[src/rtl/fir_pkg.sv]
// Shared definitions for the FIR tap-coefficient BRAM path: requester IDs and word constants.
package fir_pkg;

  typedef enum logic {
    REQ_CFG = 1'b0,
    REQ_ENG = 1'b1
  } req_id_e;

  localparam int unsigned WORD_BYTES = 4;
  localparam logic [3:0]  WE_ALL     = 4'hf;

endpackage

[src/rtl/fir_tap_bram_arbiter.sv]
// Arbitrates the single-port tap BRAM between the cfg (AXI-Lite) and engine requesters,
// range-checks each access and routes the latency-1 read data back to its owner.
module fir_tap_bram_arbiter
  import fir_pkg::*;
#(
  parameter int unsigned pADDR_WIDTH = 12,
  parameter int unsigned pDATA_WIDTH = 32,
  parameter int unsigned pDepth      = 11,
  parameter int unsigned pMaxStarve  = 4
) (
  input  logic                   axis_clk,
  input  logic                   axis_rst_n,

  input  logic                   cfg_req_valid,
  input  logic                   cfg_req_we,
  input  logic [pADDR_WIDTH-1:0] cfg_req_addr,
  input  logic [pDATA_WIDTH-1:0] cfg_req_wdata,
  output logic                   cfg_req_ready,
  output logic                   cfg_rsp_valid,
  output logic [pDATA_WIDTH-1:0] cfg_rsp_rdata,

  input  logic                   eng_req_valid,
  input  logic                   eng_req_we,
  input  logic [pADDR_WIDTH-1:0] eng_req_addr,
  input  logic [pDATA_WIDTH-1:0] eng_req_wdata,
  output logic                   eng_req_ready,
  output logic                   eng_rsp_valid,
  output logic [pDATA_WIDTH-1:0] eng_rsp_rdata,

  input  logic                   eng_burst,

  output logic [3:0]             bram_WE,
  output logic                   bram_EN,
  output logic [pDATA_WIDTH-1:0] bram_Di,
  output logic [pADDR_WIDTH-1:0] bram_A,
  input  logic [pDATA_WIDTH-1:0] bram_Do,

  output logic [15:0]            conflict_cnt
);

  localparam int unsigned          SW         = (pMaxStarve < 1) ? 1 : $clog2(pMaxStarve + 1);
  localparam logic [SW-1:0]        STARVE_MAX = SW'(pMaxStarve);
  localparam logic [pADDR_WIDTH-1:0] ADDR_LIMIT = pADDR_WIDTH'(pDepth * WORD_BYTES);
  localparam logic [15:0]          CNT_SAT    = 16'hffff;

  req_id_e                  last_grant_q, last_grant_d;
  logic [SW-1:0]            starve_q, starve_d;
  logic                     cfg_rsp_valid_q, cfg_rsp_valid_d;
  logic                     eng_rsp_valid_q, eng_rsp_valid_d;
  logic                     rsp_oor_q, rsp_oor_d;
  logic [15:0]              conflict_q, conflict_d;

  logic                     both_valid;
  logic                     gnt_cfg, gnt_eng, gnt_any;
  logic                     sel_we, sel_in_range;
  logic [pADDR_WIDTH-1:0]   sel_addr;
  logic [pDATA_WIDTH-1:0]   sel_wdata;

  assign both_valid = cfg_req_valid & eng_req_valid;

  // Grant selection: burst priority with starvation cap, otherwise round-robin on ties.
  always_comb begin
    gnt_cfg  = 1'b0;
    gnt_eng  = 1'b0;
    starve_d = starve_q;
    if (both_valid) begin
      if (eng_burst) begin
        if (starve_q >= STARVE_MAX) begin
          gnt_cfg = 1'b1;
        end else begin
          gnt_eng  = 1'b1;
          starve_d = starve_q + SW'(1);
        end
      end else if (last_grant_q == REQ_CFG) begin
        gnt_eng = 1'b1;
      end else begin
        gnt_cfg = 1'b1;
      end
    end else if (cfg_req_valid) begin
      gnt_cfg = 1'b1;
    end else if (eng_req_valid) begin
      gnt_eng = 1'b1;
    end
    if (!cfg_req_valid || gnt_cfg) begin
      starve_d = '0;
    end
  end

  assign gnt_any       = gnt_cfg | gnt_eng;
  assign cfg_req_ready = gnt_cfg;
  assign eng_req_ready = gnt_eng;

  always_comb begin
    sel_we       = gnt_eng ? eng_req_we    : cfg_req_we;
    sel_addr     = gnt_eng ? eng_req_addr  : cfg_req_addr;
    sel_wdata    = gnt_eng ? eng_req_wdata : cfg_req_wdata;
    sel_in_range = (sel_addr < ADDR_LIMIT) && (sel_addr[1:0] == 2'b00);
  end

  // BRAM pins follow the grant in the same cycle; out-of-range writes never reach the array.
  always_comb begin
    bram_EN = gnt_any;
    bram_A  = gnt_any ? sel_addr  : '0;
    bram_Di = gnt_any ? sel_wdata : '0;
    bram_WE = (gnt_any && sel_we && sel_in_range) ? WE_ALL : 4'h0;
  end

  always_comb begin
    last_grant_d    = last_grant_q;
    cfg_rsp_valid_d = 1'b0;
    eng_rsp_valid_d = 1'b0;
    rsp_oor_d       = 1'b0;
    conflict_d      = conflict_q;
    if (gnt_cfg) begin
      last_grant_d = REQ_CFG;
    end else if (gnt_eng) begin
      last_grant_d = REQ_ENG;
    end
    if (gnt_any && !sel_we) begin
      cfg_rsp_valid_d = gnt_cfg;
      eng_rsp_valid_d = gnt_eng;
      rsp_oor_d       = !sel_in_range;
    end
    if (both_valid && (conflict_q != CNT_SAT)) begin
      conflict_d = conflict_q + 16'd1;
    end
  end

  always_ff @(posedge axis_clk or negedge axis_rst_n) begin
    if (!axis_rst_n) begin
      last_grant_q    <= REQ_CFG;
      starve_q        <= '0;
      cfg_rsp_valid_q <= 1'b0;
      eng_rsp_valid_q <= 1'b0;
      rsp_oor_q       <= 1'b0;
      conflict_q      <= '0;
    end else begin
      last_grant_q    <= last_grant_d;
      starve_q        <= starve_d;
      cfg_rsp_valid_q <= cfg_rsp_valid_d;
      eng_rsp_valid_q <= eng_rsp_valid_d;
      rsp_oor_q       <= rsp_oor_d;
      conflict_q      <= conflict_d;
    end
  end

  // Read data arrives from the BRAM one cycle after issue; only the owner sees it.
  always_comb begin
    cfg_rsp_rdata = (cfg_rsp_valid_q && !rsp_oor_q) ? bram_Do : '0;
    eng_rsp_rdata = (eng_rsp_valid_q && !rsp_oor_q) ? bram_Do : '0;
  end

  assign cfg_rsp_valid = cfg_rsp_valid_q;
  assign eng_rsp_valid = eng_rsp_valid_q;
  assign conflict_cnt  = conflict_q;

endmodule

[config.mk]
export PLATFORM = sky130hd
export DESIGN_NAME = fir_tap_bram_arbiter
export DESIGN_NICKNAME = d
export VERILOG_FILES = /design/src/rtl/fir_pkg.sv /design/src/rtl/fir_tap_bram_arbiter.sv
export SDC_FILE = /design/constraint.sdc
export NUM_CORES = 1
export LEC_CHECK = 0
export BUFFER_PORTS_ARGS = -buffer_cell sky130_fd_sc_hd__buf_2
export CELL_PAD_IN_SITES_DETAIL_PLACEMENT = 1
export CELL_PAD_IN_SITES_GLOBAL_PLACEMENT = 1
export CORE_MARGIN = 8
export CORE_UTILIZATION = 22
export DETAILED_ROUTE_END_ITERATION = 8
export PLACE_DENSITY = 0.95
export SYNTH_ARGS = -nofsm -noshare
export SYNTH_HDL_FRONTEND = slang
export SYNTH_SLANG_ARGS = --single-unit
[constraint.sdc]
create_clock -name axis_clk -period 3.1 [get_ports axis_clk]
set_input_delay 0.155 -clock axis_clk [delete_from_list [all_inputs] [get_ports axis_clk]]
set_output_delay 0.155 -clock axis_clk [all_outputs]
set_load 0.05 [all_outputs]
==> results of run 1 <==
==> per-stage QoR <==
step	std cells	utilization [%]	area, µm²	total power, mW
finish	716	38.1	3750	1.45
CTS	716	38.1	3750	1.46
detailed placement	711	37.6	3690	1.27
floorplan	338	-	2230	0.975
global route	716	38.1	3750	1.52
global placement	711	37.6	3690	1.24
==> layout by cell type, fill, tap and decap left out, types with 2 or more instances in the layout <==
cell / n
a21oi_1: 6
dfrtp_1: 23
o21ai_0: 13
and4_1: 2
and2_1: 64
buf_4: 6
a21o_1: 2
nand4_1: 2
nor3_2: 2
nand3b_1: 2
ha_1: 3
nor2_1: 9
nand2_1: 99
and3_1: 3
or3_1: 2
nor2b_1: 2
clkbuf_8: 3
mux2_2: 2
nand3_1: 41
nor4_1: 4
inv_1: 8
xnor2_1: 6
xor2_1: 8
buf_12: 4
buf_2: 255
==> final timing paths <==
kind	from	to	cells after the start
max in group asynchronous	axis_rst_n	starve_q[1]	2
worst max register to register	conflict_cnt[10]	conflict_cnt[6]	5
worst min register to register	conflict_cnt[9]	conflict_cnt[9]	1
worst max-delay path	last_grant_q	bram_A[1]	8
worst min-delay path	cfg_req_we	cfg_rsp_valid	2
min in group asynchronous	axis_rst_n	conflict_cnt[7]	2
==> power groups by stage <==
stage | sequential [mW] | combinational, mW | clock [mW]
after floorplan | 0.519 | 0.456 | 0
after global placement | 0.397 | 0.848 | 0
after detailed placement | 0.400 | 0.871 | 0
after CTS | 0.394 | 0.876 | 0.192
after global routing | 0.400 | 0.919 | 0.205
final | 0.394 | 0.866 | 0.188
==> cells by family (layout without fill, tap and decap cells) <==
kind of cell	count (synthesis)	in the layout	share of synthesized area (%)
AOI/OAI and AO/OA	26	26	6.90
xor gates and xnor gates	14	14	5.50
adders and majority gates	3	3	1.68
buffers and inverters	33	278	6.17
DFF	23	23	25.8
muxes	2	2	1.01
and+or+nand+nor	237	237	52.9
==> synthesized netlist by cell type (all sizes together) (2+ instances only) <==
| library cell | n | area share (%) |
|---|---|---|
| nor4 | 4 | 1.1 |
| and3 | 3 | 0.84 |
| a21oi | 6 | 1.3 |
| nand4 | 2 | 0.56 |
| and4 | 2 | 0.79 |
| nand3b | 2 | 0.67 |
| nand3 | 42 | 9.6 |
| dfrtp | 23 | 26 |
| mux2 | 2 | 1.0 |
| and2 | 64 | 18 |
| buf | 8 | 2.0 |
| a21o | 2 | 0.67 |
| ha | 3 | 1.7 |
| xnor2 | 6 | 2.4 |
| nor2 | 9 | 1.5 |
| xor2 | 8 | 3.1 |
| nor3 | 3 | 1.1 |
| o21ai | 13 | 2.9 |
| clkbuf | 17 | 2.9 |
| nand2 | 99 | 17 |
| inv | 8 | 1.3 |
| nor2b | 2 | 0.56 |
| or3 | 2 | 0.56 |
==> routing by layer <==
metal	vias up	GRT usage (%)
met1	1514	16.5
met4	0	4.35
met5	-	0
li1	1582	-
met2	171	32.0
met3	13	5.48
==> sequential cells by signal (all words and copies together), names as in the netlist <==
register and cells:
conflict_cnt 16, eng_rsp_valid 1, starve_q 3, rsp_oor_q 1
cfg_rsp_valid 1, last_grant_q 1
==> cell type report <==
class                           instances  area [µm²]  share of cell area (%)
Clock buffer                            4        45.0                    1.20
Inverter                                8        30.0                   0.802
Multi-Input combinational cell        282        1520                    40.5
Sequential cell                        23         576                    15.4
Tap cell                              133         166                    4.44
Timing Repair Buffer                  266        1410                    37.7
==> critical path, delay by kind of cell (launching register included) <==
kind	cells	cell delay (ns)
buffers and inverters	3	1.12
multiplexers	1	0.27
AO/OA/AOI/OAI	1	0.08
flip-flops	1	0.41
AND/OR/NAND/NOR	3	0.20
==> repair_timing <==
item                                   CTS  global route
endpoints found under the hold margin   23             0
hold buffers                             1             0
buffers inserted                         0             0
==> results by group, run 1 <==
CTS
  – CTS tree: built
  – CTS clk-pin slew, worst paths: 0.08 ns
  – Number of H-tree levels: 1
  – Root buf cell: clkbuf_8
  – Sink Count: 23
  – Worst-Skew Late Latency: 0.26 ns
  – CTS buffer count: 3
  – Clock buffer depth: 2
  – CTS resizes: 0

Timing
  – Fin Clk Skew: 0.00138 ns
  – Hold slack: 0.0916 ns
  – Tmin final: 2.51 ns
  – Final Hold Viols: 0
  – Peak Freq: 398 MHz
  – Pins Over Slew Limit: 0
  – RSZ-0062 raised after global routing: false
  – TNS Setup: 0 ns
  – Setup slack after layout: 0.589 ns
  – Final setup fails: 0
  – Slew @ Worst Pin: 0.650 ns
  – Worst slew margin: 56.6%
  – Tcrit/Tclk final: 81.0%

Drt
  – # DRC: 0
  – Highest Signal Layer: met4
  – Wire per inst: 17.5 µm
  – Pre-Repair DR Iteration Count: 4
  – Iter 0 DRT Violations: 138
  – Met2 routed WL: 6560 µm
  – DR vias/cell: 4.58
  – Routed Antenna Nets: 0
  – Via count: 3,280
  – Wire length on met3: 1390 µm
  – DRT Wirelength: 12,500 µm
  – Routed met1 length: 4370 µm

Synthesis
  – Syn. warnings: 0
  – Syn_area_per_cell: 6.60 µm²
  – FF+latch count, synth: 23
  – Synth Net Count: 468
  – Syn Inst Count: 338
  – Synth unique cells: 35
  – Main synth FF type: dfrtp_1
  – Netlist Area Pre-Place: 2230 µm²
  – Ys async rst share: 100%
  – Post-synthesis sequential area ratio: 25.8%
  – Number of synthesized flops with an enable pin: 0

Critical path
  – Critical path endpoint category: primary output
  – CP startpoint kind: flip-flop
  – CP Cell Sequence: mux2_2 -> nand2_1 -> nand2_1 -> inv_1 -> buf_4 -> nand2_1 -> o21ai_0 -> buf_2
  – Critical-path top delay cell: inv_1
  – CP most frequent cell: nand2_1
  – Required time of the critical path: 2.94 ns
  – CP max stage delay: 0.49 ns
  – Peak fanout along the critical path: 22
  – Setup CP Type: flip-flop to primary output
  – Crit path DAT: 2.36 ns
  – R2r setup slk: 1.21 ns

Power and ir drop
  – Sequential power share: 27.2%
  – Internal power: 663 µW
  – Peak supply drop: 0.174 mV
  – P per Cell Area: 387 nW/µm²
  – Sw frac: 54.2%
  – Gate power share: 59.8%
  – Leakage power: 2.33 nW
  – Clock share of power: 13.0%
  – Switching pwr: 785 µW

Layout
  – Fillers: 1,334
  – Fin nets: 714
  – Layout cells sized above 1: 47.2%
  – ANT cells: 0
  – Area Overhead vs Synth: 67.9%

Place
  – Worst slack at placement: 0.838 ns
  – Post-DP HPWL: 10,700 µm
  – GP Congestion: 0.835
  – PortBufs: 259

Status
  – Status: completed

Global route
  – Total grt overflow: 0
  – First-pass GRT wire length: 17,900 µm
  – Tot GR Track Use: 16.6%
  – Initial antenna violation count: 0
  – Vias in the first global route: 3,497
  – Pin count of the biggest net entering global routing: 54

Floorplanning
  – Die height: 117 µm
  – IO Pins: 260
  – Initial Util: 22.7%
  – Die ar.: 13,600 µm²
  – Die Wd: 117 µm
  – FP Rows: 36
  – Core area: 9820 µm²

Worst hold path
  – Worst hold path class: primary input to flip-flop

Run
  – # Max-Cap Violations: 0
(Power assumes the default switching activity.)
==> run 2, diff against run 1 <==
CORE_UTILIZATION = 18   (was 22)
PLACE_DENSITY = 0.86   (was 0.95)
clock period = 2.15 ns   (was 3.1 ns; I/O delays follow)
==> run 2 against run 1 <==
Final cell count is 5.0% higher. Die area is 19% higher. Register-to-register slack worse by 0.86 ns. First-iteration DRC count is 51% lower. Sequential power is 46% higher. Sequential share of layout area is 0.35 points lower. Hold slack worse by 0.041 ns. Routed wire length is 3.1% lower. Clock skew is 0.0014 ns higher. Clock power is 120% higher. Global-route usage is 3.3 points lower. Core utilization is 6.4 points lower. Largest cell class unchanged.
==> results by group, run 2 (synthesis gave the netlist of run 1 again) <==
Timing
  – Peak Freq: 493 MHz
  – Pins Over Slew Limit: 0 (unchanged)
  – RSZ-0062 raised after global routing: false
  – Tmin final: 2.03 ns
  – Slew @ Worst Pin: 0.510 ns (-0.140 ns)
  – TNS Setup: 0 ns (unchanged)
  – Tcrit/Tclk final: 94.3%
  – Fin Clk Skew: 0.00279 ns (+0.00141 ns)
  – Worst slew margin: 65.8% (+9.2 points)
  – Final Hold Viols: 0 (unchanged)
  – Final setup fails: 0 (unchanged)

Place
  – GP Congestion: 0.815 (-2.5%)
  – Post-Place Cells: 746 (+4.9%)
  – Post-DP HPWL: 10,100 µm (-5.2%)
  – PortBufs: 259 (unchanged)

Floorplanning
  – FP Rows: 40 (+11%)
  – Core area: 12,100 µm² (+23%)
  – Die height: 127 µm (+9.1%)
  – Die Wd: 127 µm (+9.1%)
  – Die ar.: 16,200 µm² (+19%)
  – Initial Util: 18.5% (-4.2 points)
  – IO Pins: 260 (unchanged)

CTS
  – Number of H-tree levels: 1 (unchanged)
  – Worst-Skew Late Latency: 0.26 ns (about the same)
  – Sink Count: 23 (unchanged)
  – Clock buffer depth: 2 (unchanged)
  – Root buf cell: clkbuf_16
  – CTS buffer count: 3 (unchanged)
  – CTS tree: built
  – CTS clk-pin slew, worst paths: 0.06 ns (-0.02 ns)

Drt
  – DR vias/cell: 4.25 (-7.1%)
  – Pre-Repair DR Iteration Count: 4 (unchanged)
  – # DRC: 0 (unchanged)
  – DRT Wirelength: 12,100 µm (-3.1%)
  – Routed met1 length: 4360 µm (about the same)
  – Routed Antenna Nets: 0 (unchanged)
  – Iter 0 DRT Violations: 67 (-51%)
  – Via count: 3,199 (-2.5%)
  – Wire length on met3: 1350 µm (-2.5%)
  – Met2 routed WL: 6250 µm (-4.7%)
  – Highest Signal Layer: met5
  – Wire per inst: 16.1 µm (-7.8%)

Critical path
  – Critical-path top delay cell: dfrtp_1
  – CP startpoint kind: flip-flop
  – Crit path DAT: 1.92 ns (-0.44 ns)
  – Critical path endpoint category: primary output
  – CP most frequent cell: nand2_1
  – CP max stage delay: 0.40 ns (-0.09 ns)
  – Required time of the critical path: 2.04 ns (-0.90 ns)
  – Setup CP Type: flip-flop to primary output
  – Peak fanout along the critical path: 29 (+32%)
  – CP Cell Sequence: mux2_2 -> nand2_1 -> nand2_1 -> inv_2 -> buf_12 -> nand2_1 -> o21ai_0 -> buf_2

Worst hold path
  – Worst hold path class: primary input to flip-flop

Power and ir drop
  – P per Cell Area: 577 nW/µm² (+49%)
  – Leakage power: 2.34 nW (+0.68%)
  – Peak supply drop: 0.297 mV (+70%)

Status
  – Status: completed

Layout
  – Max reg flops: 16 (unchanged)
  – Fin nets: 715 (+0.14%)
  – Most frequent cells in the layout: 255 x buf_2, 99 x nand2_1, 64 x and2_1
  – Layout Cells excl Fill: 752 (+5.0%)
  – Layout cells sized above 1: 47.8% (+0.60 points)
  – Area Overhead vs Synth: 71.8%
  – ANT cells: 0 (unchanged)
  – Commonest non-fill, non-tap cell in the layout: buf_2

Global route
  – Vias in the first global route: 3,381 (-3.3%)
  – Pin count of the biggest net entering global routing: 59 (+9.3%)
  – Tot GR Track Use: 13.3% (-3.3 points)
  – Total grt overflow: 0 (unchanged)
  – First-pass GRT wire length: 17,600 µm (-1.8%)
  – Initial antenna violation count: 1 (+1)

Run
  – # Max-Cap Violations: 0 (unchanged)
[run 2: per-layer routing]
layer | vias up | global-route usage [%]
met4 | 2 | 2.66
met2 | 163 | 26.0
met3 | 9 | 4.99
met1 | 1439 | 13.0
li1 | 1586 | -
met5 | - | 0
[run 2: through the flow]
stage	cell area, µm²	utilization, %	hold WS, ns	power (mW)	worst slack, ns
after floorplan	2230	-	-0.188	1.41	0.0352
after global placement	3690	30.6	0.105	1.79	0.224
after detailed placement	3690	30.6	0.105	1.81	0.202
after CTS	3790	31.5	0.0510	2.23	0.0613
after global routing	3830	31.8	0.0567	2.32	0.00662
final	3830	31.8	0.0502	2.21	0.123
[run 2: repair_timing]
action,4_1_cts,5_1_grt
gates resized for setup,5,5
hold endpoints to repair,23,0
gates cloned,0,1
setup buffers,0,0
hold buffers,1,0
endpoints found under the setup margin,4,6
[run 2: final timing paths]
| path | start | end | slack (ns) | cells past startpoint |
|---|---|---|---|---|
| max | starve_q[2] | bram_A[8] | 0.12 | 8 |
| min | eng_req_we | eng_rsp_valid | 0.05 | 2 |
| max reg2reg | conflict_cnt[10] | conflict_cnt[8] | 0.35 | 5 |
| min reg2reg | conflict_cnt[9] | conflict_cnt[9] | 0.51 | 1 |
| max in group asynchronous | axis_rst_n | rsp_oor_q | 1.43 | 2 |
| min in group asynchronous | axis_rst_n | conflict_cnt[13] | 0.37 | 2 |
[run 2: final cells by class]
| type | instances | area, µm² |
|---|---|---|
| inverters | 8 | 30.0 |
| clock inverters | 1 | 7.51 |
| multi-input cells | 282 | 1520 |
| well taps | 168 | 210 |
| fillers | 1612 | 8230 |
| clock buffers | 3 | 75.1 |
| flip-flops and latches | 23 | 576 |
| repair buffers | 267 | 1410 |
[run 2: power by group]
part	leakage (nW)	internal, mW	total, mW	switching, mW
Clock	0.0371	0.252	0.409	0.157
Combinational	2.00	0.322	1.23	0.906
Sequential	0.300	0.491	0.574	0.0829
Total	2.34	1.07	2.21	1.15
[run 2: critical path: cells and delay by family, from the launching register on]
| kind | cells | cell delay (ns) |
|---|---|---|
| AO/OA/AOI/OAI | 1 | 0.12 |
| multiplexers | 1 | 0.28 |
| buffers and inverters | 3 | 0.65 |
| flip-flops | 1 | 0.40 |
| AND/OR/NAND/NOR | 3 | 0.21 |
==> run 3, diff against run 2 <==
RECOVER_POWER = 25   (was unset)
==> run 3 against run 2 <==
Sequential cell count stayed put. Critical path depth did not move. Clock power is 1% higher. Sequential power barely moved. Combinational power about the same. Register-to-register slack about the same. Fmax rose by 0.14%. Clock skew up 0.0015 ns. Routed wire length is 0.19% higher. Power down 0.24%. Die area is the same. First-iteration DRC count rose by 12%. Critical path type unchanged. Largest cell class unchanged.
==> results by group, run 3 (synthesis gave the netlist of run 1 again) <==
Status
  – Status: completed

Timing
  – Pins Over Slew Limit: 0 (unchanged)
  – Fin Clk Skew: 0.00428 ns (+0.00150 ns)
  – Peak Freq: 494 MHz (+0.14%)
  – TNS Setup: 0 ns (unchanged)
  – Setup slack after layout: 0.126 ns (+0.00293 ns)
  – Slew @ Worst Pin: 1.23 ns (+0.716 ns)
  – Tmin final: 2.02 ns (-0.00293 ns)
  – Final Hold Viols: 0 (unchanged)
  – Tcrit/Tclk final: 94.1% (-0.14 points)
  – Final setup fails: 0 (unchanged)
  – RSZ-0062 raised after global routing: false
  – Worst slew margin: 18.3% (-48 points)

Power and ir drop
  – Total power: 2.21 mW (-0.24%)
  – P per Cell Area: 579 nW/µm² (+0.38%)
  – Leakage power: 2.27 nW (-3.0%)
  – Peak supply drop: 0.285 mV (-4.0%)

CTS
  – CTS tree: built
  – Number of H-tree levels: 1 (unchanged)
  – Root buf cell: clkbuf_16
  – Clock buffer depth: 2 (unchanged)
  – CTS clk-pin slew, worst paths: 0.06 ns (about the same)
  – Sink Count: 23 (unchanged)
  – CTS buffer count: 3 (unchanged)
  – Worst-Skew Late Latency: 0.26 ns (about the same)

Layout
  – ANT cells: 0 (unchanged)
  – Layout Cells excl Fill: 752 (unchanged)
  – Most frequent cells in the layout: 236 x buf_2, 99 x nand2_1, 64 x and2_1
  – Layout cells sized above 1: 44.5% (-3.3 points)
  – Fin nets: 715 (unchanged)
  – Commonest non-fill, non-tap cell in the layout: buf_2
  – Max reg flops: 16 (unchanged)
  – Area Overhead vs Synth: 70.8%

Floorplanning
  – Die height: 127 µm (unchanged)
  – Initial Util: 18.5% (unchanged)
  – Die Wd: 127 µm (unchanged)
  – FP Rows: 40 (unchanged)
  – Die ar.: 16,200 µm² (unchanged)
  – Core area: 12,100 µm² (unchanged)
  – IO Pins: 260 (unchanged)

Place
  – GP Congestion: 0.815 (unchanged)
  – PortBufs: 259 (unchanged)
  – Post-Place Cells: 746 (unchanged)
  – Post-DP HPWL: 10,100 µm (unchanged)
  – Worst slack at placement: 0.202 ns (unchanged)

Drt
  – # DRC: 0 (unchanged)
  – Iter 0 DRT Violations: 75 (+12%)
  – DRT Wirelength: 12,100 µm (+0.19%)
  – DR vias/cell: 4.27 (+0.34%)
  – Routed Antenna Nets: 0 (unchanged)
  – Pre-Repair DR Iteration Count: 4 (unchanged)
  – Wire per inst: 16.1 µm (+0.19%)
  – Via count: 3,210 (+0.34%)

Critical path
  – Required time of the critical path: 2.04 ns (about the same)
  – CP startpoint kind: flip-flop
  – Crit path DAT: 1.92 ns (about the same)
  – Reg2reg path depth: 5 (unchanged)
  – Peak fanout along the critical path: 29 (unchanged)
  – CP most frequent cell: nand2_1
  – CP max stage delay: 0.40 ns (about the same)
  – Critical-path top delay cell: dfrtp_1
  – CP Cell Sequence: mux2_2 -> nand2_1 -> nand2_1 -> inv_2 -> buf_12 -> nand2_1 -> o21ai_0 -> buf_2
  – Setup CP Type: flip-flop to primary output
  – Critical path endpoint category: primary output

Worst hold path
  – Worst hold path class: primary input to flip-flop
  – Hold depth: 2 (unchanged)

Global route
  – Global routing's busiest layer: met2
  – Total grt overflow: 0 (unchanged)
  – First-pass GRT wire length: 17,600 µm (unchanged)
  – Met1 Track Usage GR: 13.0% (unchanged)
  – Tot GR Track Use: 13.3% (unchanged)
  – Pin count of the biggest net entering global routing: 59 (unchanged)
  – M3 GR Usage: 4.99% (unchanged)
  – Met2 Use GR: 26.0% (unchanged)
  – Initial antenna violation count: 1 (unchanged)
  – Vias in the first global route: 3,381 (unchanged)

Run
  – # Max-Cap Violations: 0 (unchanged)
[run 3: changes by cell type in the layout (fill, tap and decap cells not counted), sizes merged]
cell / previous run / this run
buf: 265 / 246
clkbuf: 4 / 23
[run 3: layout make-up]
type,instances,area (µm²)
sequential,23,576
clock buffer,3,75.1
timing repair buffer,267,1390
multi-input combinational,282,1520
inverter,8,30.0
clock inverter,1,7.51
tap,168,210
fill,1616,8250
[run 3: metal layers]
metal,routed length (µm),share of wire [%],vias to the layer above
met5,13,0.11,-
met4,138,1.1,2
met3,1390,11,11
met2,6230,51,167
met1,4360,36,1444
li1,-,-,1586
[run 3: timing repair]
item	4_1_cts	5_1_grt
hold buffers	1	0
setup endpoints to repair	4	6
gates resized for setup	5	5
endpoints found under the hold margin	23	0
setup buffers	0	0
cloned	0	1
[run 3: final timing paths]
kind                                        from          endpoint  slack, ns
worst max-delay path                 starve_q[2]         bram_A[8]       0.13
worst min-delay path                  eng_req_we     eng_rsp_valid       0.05
worst max register to register  conflict_cnt[10]   conflict_cnt[8]       0.36
worst min register to register   conflict_cnt[9]   conflict_cnt[9]       0.52
max in group asynchronous             axis_rst_n         rsp_oor_q       0.78
min in group asynchronous             axis_rst_n  conflict_cnt[13]       0.64
[run 3: where the power goes]
part	internal, mW	leakage [nW]	switching (mW)
Sequential	0.491	0.300	0.0855
Combinational	0.309	1.93	0.906
Clock	0.252	0.0371	0.161
Total	1.05	2.27	1.15
[run 3: through the flow]
| step | utilization, % | hold WS [ns] | area (µm²) |
|---|---|---|---|
| floorplan | - | -0.188 | 2230 |
| global placement | 30.6 | 0.105 | 3690 |
| detailed placement | 30.6 | 0.105 | 3690 |
| CTS | 31.5 | 0.0510 | 3790 |
| global route | 31.6 | 0.0567 | 3810 |
| finish | 31.6 | 0.0496 | 3810 |
[run 3: worst max-delay path, delay by kind of cell, from the launching register on]
family / cells / cell delay (ns)
buffers and inverters: 3 / 0.65
AOI/OAI and AO/OA: 1 / 0.12
and+or+nand+nor: 3 / 0.21
muxes: 1 / 0.27
DFF: 1 / 0.40
